$ cat src/rtl/uart_tx_core.sv
// UART transmitter: byte FIFO feeding an 8N1 serializer, BIT_TICKS clocks per bit.
// state | meaning
// IDLE  | line high, waiting for a queued byte
// START | start bit (low) for BIT_TICKS cycles
// DATA  | 8 data bits LSB first, BIT_TICKS cycles each
// STOP  | stop bit (high); pops the next byte at its end if one is queued
module uart_tx_core #(
  parameter int BIT_TICKS = 16,
  parameter int FIFO_AW   = 3
) (
  input  logic               clk_tf,
  input  logic               rst,
  input  logic [7:0]         tf_din,
  input  logic               tf_wr,
  output logic               tf_full,
  output logic               tf_empty,
  output logic [FIFO_AW:0]   tf_count,
  output logic               tf_ovf,
  output logic               tx_busy,
  output logic               transmitter_tx
);

  localparam int DEPTH = 1 << FIFO_AW;
  localparam int TW    = (BIT_TICKS > 1) ? $clog2(BIT_TICKS) : 1;
  localparam logic [TW-1:0]      TICK_LAST = TW'(BIT_TICKS - 1);
  localparam logic [TW-1:0]      TICK_ONE  = 1;
  localparam logic [FIFO_AW:0]   CNT_ONE   = 1;
  localparam logic [FIFO_AW:0]   CNT_FULL  = (FIFO_AW + 1)'(DEPTH);
  localparam logic [FIFO_AW-1:0] PTR_ONE   = 1;

  typedef enum logic [1:0] {IDLE, START, DATA, STOP} state_t;

  logic [7:0]         mem [DEPTH];
  logic [FIFO_AW-1:0] wr_ptr, rd_ptr;
  logic [FIFO_AW:0]   count_nxt;
  logic               wr_acc, pop;

  state_t        state_q, state_d;
  logic [TW-1:0] tick_q, tick_d;
  logic [2:0]    bit_q, bit_d;
  logic [7:0]    shift_q, shift_d;
  logic          tx_q, tx_d;
  logic          tick_last;

  // Acceptance uses the registered full flag, so a same-edge pop never frees a slot.
  assign wr_acc = tf_wr & ~tf_full;

  always_comb begin
    count_nxt = tf_count;
    if (wr_acc && !pop)      count_nxt = tf_count + CNT_ONE;
    else if (pop && !wr_acc) count_nxt = tf_count - CNT_ONE;
  end

  always_ff @(posedge clk_tf) begin
    if (wr_acc) mem[wr_ptr] <= tf_din;
  end

  always_ff @(posedge clk_tf or posedge rst) begin
    if (rst) begin
      wr_ptr   <= '0;
      rd_ptr   <= '0;
      tf_count <= '0;
      tf_full  <= 1'b0;
      tf_empty <= 1'b1;
      tf_ovf   <= 1'b0;
    end else begin
      if (wr_acc) wr_ptr <= wr_ptr + PTR_ONE;
      if (pop)    rd_ptr <= rd_ptr + PTR_ONE;
      tf_count <= count_nxt;
      tf_full  <= (count_nxt == CNT_FULL);
      tf_empty <= (count_nxt == '0);
      if (tf_wr && tf_full) tf_ovf <= 1'b1;
    end
  end

  assign tick_last = (tick_q == TICK_LAST);

  always_comb begin
    state_d = state_q;
    tick_d  = tick_q + TICK_ONE;
    bit_d   = bit_q;
    shift_d = shift_q;
    tx_d    = tx_q;
    pop     = 1'b0;
    case (state_q)
      IDLE: begin
        tick_d = '0;
        tx_d   = 1'b1;
        if (!tf_empty) begin
          pop     = 1'b1;
          shift_d = mem[rd_ptr];
          state_d = START;
          tx_d    = 1'b0;
        end
      end
      START: begin
        if (tick_last) begin
          tick_d  = '0;
          bit_d   = 3'd0;
          state_d = DATA;
          tx_d    = shift_q[0];
        end
      end
      DATA: begin
        if (tick_last) begin
          tick_d = '0;
          if (bit_q == 3'd7) begin
            state_d = STOP;
            tx_d    = 1'b1;
          end else begin
            bit_d   = bit_q + 3'd1;
            shift_d = {1'b0, shift_q[7:1]};
            tx_d    = shift_q[1];
          end
        end
      end
      STOP: begin
        if (tick_last) begin
          tick_d = '0;
          if (!tf_empty) begin
            pop     = 1'b1;
            shift_d = mem[rd_ptr];
            state_d = START;
            tx_d    = 1'b0;
          end else begin
            state_d = IDLE;
            tx_d    = 1'b1;
          end
        end
      end
      default: begin
        state_d = IDLE;
        tick_d  = '0;
        tx_d    = 1'b1;
      end
    endcase
  end

  always_ff @(posedge clk_tf or posedge rst) begin
    if (rst) begin
      state_q <= IDLE;
      tick_q  <= '0;
      bit_q   <= '0;
      shift_q <= '0;
      tx_q    <= 1'b1;
    end else begin
      state_q <= state_d;
      tick_q  <= tick_d;
      bit_q   <= bit_d;
      shift_q <= shift_d;
      tx_q    <= tx_d;
    end
  end

  assign tx_busy        = (state_q != IDLE);
  assign transmitter_tx = tx_q;

endmodule
$ cat config.mk
export PLATFORM = sky130hd
export DESIGN_NAME = uart_tx_core
export DESIGN_NICKNAME = d
export VERILOG_FILES = /design/src/rtl/uart_tx_core.sv
export SDC_FILE = /design/constraint.sdc
export NUM_CORES = 1
export LEC_CHECK = 0
export ABC_AREA = 1
export ABC_CLOCK_PERIOD_IN_PS = 2920
export BUFFER_PORTS_ARGS = -buffer_cell sky130_fd_sc_hd__buf_4
export CAP_MARGIN = 20
export CORE_ASPECT_RATIO = 0.9
export CORE_MARGIN = 2
export CORE_UTILIZATION = 53
export DETAILED_ROUTE_END_ITERATION = 8
export PLACE_DENSITY = 0.69
export RECOVER_POWER = 25
export SLEW_MARGIN = 20
export SYNTH_ARGS = -nofsm -noshare
export SYNTH_HDL_FRONTEND = slang
export SYNTH_SLANG_ARGS = --single-unit
$ cat constraint.sdc
create_clock -name clk_tf -period 2.92 [get_ports clk_tf]
set_clock_uncertainty 0.2 [all_clocks]
set_input_delay 0.584 -clock clk_tf [delete_from_list [all_inputs] [get_ports clk_tf]]
set_output_delay 0.584 -clock clk_tf [all_outputs]
set_load 0.05 [all_outputs]
==> summary.txt <==
Floorplan
  – Die Ht: between 80 and 90 µm
  – Cell row count: 30
  – CORE AREA: 0.00766 mm²
  – Initial Util: about 56%
  – DIE AREA: 0.00875 mm²
  – Die X-Extent: between 90 and 100 µm
  – IO Pins: 20

Logic synthesis
  – Avg Inst Size Synth: between 10 and 15 µm²
  – Netlist cell types: 34
  – Mapped Area: 0.00425 mm²
  – Async S/R FF share, synth: approximately 33%
  – Area contributors post-synth: edfxtp_1, dfrtp_1, o21ai_0
  – Top_reg_cell synth: edfxtp_1
  – Post-synth top cells: edfxtp_1, nand2_1, o21ai_0
  – Area share of the largest cell type after synthesis: between 40% and 50%
  – Synth Register Bits: between 90 and 100
  – Leading area contributor after synthesis: edfxtp_1
  – Mapped Cells: roughly 380
  – Synth Net Count: 407
  – Top-count cell post-synth: edfxtp_1
  – Post-synth EDFFs: 64
  – Seq/Total Area, Yosys: a little under two thirds
  – Synth warnings: 0

Routing
  – Iter 0 DRT Violations: 164
  – Detailed-route via count: 2,813
  – Pre-antenna DRT Iters: 4
  – Final ANT Viol Nets: 0
  – Final WL: around 8 mm
  – Wire per inst: between 15 and 20 µm
  – Drc violations: 0
  – Post-DR vias/cell: 5.48

Place
  – Number of buffers added on ports: 19
  – GP Congestion: a little under 0.9
  – Dpl cells: approximately 500
  – Area of placed instances: 0.00453 mm²
  – Post-DP HPWL: roughly 5.6 mm

Finish
  – Layout net count: 435
  – Core Util, Final: ~61%
  – Synth-to-Final Area Change: 9.95%
  – ANT cells: 0
  – Non-filler cells, final: 513
  – Share of layout cells above drive strength 1: between 10% and 20%
  – Design Area, Final: about 0.0047 mm²

Timing
  – Setup tns final: 0 ns
  – Rel. slew slack: between 50% and 60%
  – Worst-Margin Slew: roughly 0.73 ns
  – Final setup violation count: 0
  – Final Cycle Share: 78.4%
  – RSZ-0062 raised after global routing: false
  – Pins Over Slew Limit: 0
  – Fmax: ~440 MHz
  – Fin. Hold Viols: 0
  – Min Tclk post-route: between 2 and 2.5 ns

Critical path
  – Crit path kind: register to register
  – CP Max Fanout: 15
  – Worst Path Arrival: approximately 2.4 ns
  – CP Launch Type: register
  – Critical Path Sink Type: register
  – CP required: about 3 ns

Clocking
  – Worst skew pair latency: 0.36 ns
  – Clock Sink Count: 95
  – CTS Buf Count: 9
  – H-tree lvl count: 3
  – Post_cts resized: 0
  – Setup bufs post-CTS: 0
  – CTS tree: done
  – CTS Hold Bufs: 0
  – Clock Tree Buf Depth: 2
  – Root buffer cell: clkbuf_8
  – Clock-pin slew on the worst setup and hold paths: 0.09 ns

Global routing
  – GRT overflow: 0
  – Initial antenna violation count: 0
  – First-pass GRT wire length: 13.1 mm
  – Number of global-route vias before repair: approximately 2.7k
  – Global Route Usage Sum: 19.9%
  – Pin count of the biggest net entering global routing: 35

Power and ir drop
  – Leak: 1.89 nW
  – Maximum VDD drop: between 0.0004 and 0.0005 V
  – P per Cell Area: around 670 mW/mm²

Run status
  – Outcome: finished, final reports clean

Worst hold path
  – Hold Crit Class: primary input to async pin

Run
  – Max-cap violations: 0
-- stage by stage --
stage	setup WS [ns]	hold WS (ns)	power (W)
6_report	0.629	0.104	0.00313
5_1_grt	0.380	0.129	0.00329
4_1_cts	0.627	0.103	0.00317
3_5_place_dp	0.635	0.253	0.00240
3_3_place_gp	0.664	0.239	0.00238
2_1_floorplan	0.596	0.230	0.00218
-- power by group --
part	switching, W	internal [W]
clock network	0.000457	0.000311
registers	0.0000903	0.00163
logic	0.000441	0.000206
total	0.000988	0.00214
-- critical path, stage by stage (launching register included) --
cell,delay [ns]
dfrtp_1,0.42
inv_1,0.13
ha_1,0.49
inv_2,0.13
a211oi_2,0.20
nand2_1,0.12
inv_2,0.19
nand2_1,0.18
o21ai_1,0.16
-- cell type report --
cell class,instances,area [µm²]
inverter,32,120
timing repair buffer,30,199
tap,96,120
clock inverter,7,47.5
sequential,95,2700
multi-input combinational,244,1360
clock buffer,9,124
fill,639,2980
-- cell families (layout without fill, tap and decap cells) --
family                   Yosys count  after routing  synth area share, %
XOR/XNOR                           4              4                0.824
adder cells (fa/ha/maj)           12             12                 3.53
flip-flops                        95             95                 63.5
AND/OR/NAND/NOR                  140            140                 16.0
buffers and inverters             45             78                 4.42
AO/OA/AOI/OAI                     88             88                 11.7
-- registers in the layout (all words and copies together), names as in the netlist --
| register | flops |
|---|---|
| tf_full | 1 |
| bit_q | 3 |
| tf_count | 4 |
| rd_ptr | 3 |
| tick_q | 4 |
| state_q | 2 |
| wr_ptr | 3 |
| tf_empty | 1 |
| transmitter_tx | 1 |
| tf_ovf | 1 |
| shift_q | 8 |
| mem | 64 |
-- worst paths after layout --
| kind | slack [ns] | cells after the start | end | startpoint |
|---|---|---|---|---|
| max in group asynchronous | 2.10 | 3 | tf_empty$_DFF_PP1_ | rst |
| min in group clk_tf | 0.24 | 2 | tf_ovf$_DFFE_PP0P_ | tf_wr |
| min reg2reg | 0.26 | 1 | tick_q[0]$_DFF_PP0_ | tick_q[0]$_DFF_PP0_ |
| min | 0.10 | 3 | tick_q[0]$_DFF_PP0_ | rst |
| max | 0.63 | 8 | shift_q[3]$_DFFE_PP0P_ | state_q[0]$_DFFE_PP0P_ |
| max reg2reg | 0.63 | 8 | shift_q[3]$_DFFE_PP0P_ | state_q[0]$_DFFE_PP0P_ |
-- per-layer routing --
metal / global-route usage [%] / wire length, µm
met5: 0 / 0
met4: 3.86 / 59
met3: 5.71 / 500
met2: 32.5 / 3740
met1: 27.4 / 3690
-- cells in the final DEF (no fill, tap or decap), types with 2 or more instances in the layout --
cell and instances:
nand2_4 4, inv_1 27, nand3_2 3, inv_2 5, a21oi_1 4, clkbuf_1 7, o22ai_1 8, nand2_1 57
o21ai_1 6, xor2_1 4, buf_4 23, inv_6 2, nor2_4 3, nor2_1 49, clkbuf_8 9, ha_1 12
clkinv_2 2, nand4_1 5, nand3_4 2, nand3b_1 2, dfstp_2 2, dfrtp_1 29, o221ai_1 6, o211ai_1 4
edfxtp_1 64, o21ai_0 57, nand3_1 10
Power figures use the tool's default switching activity.
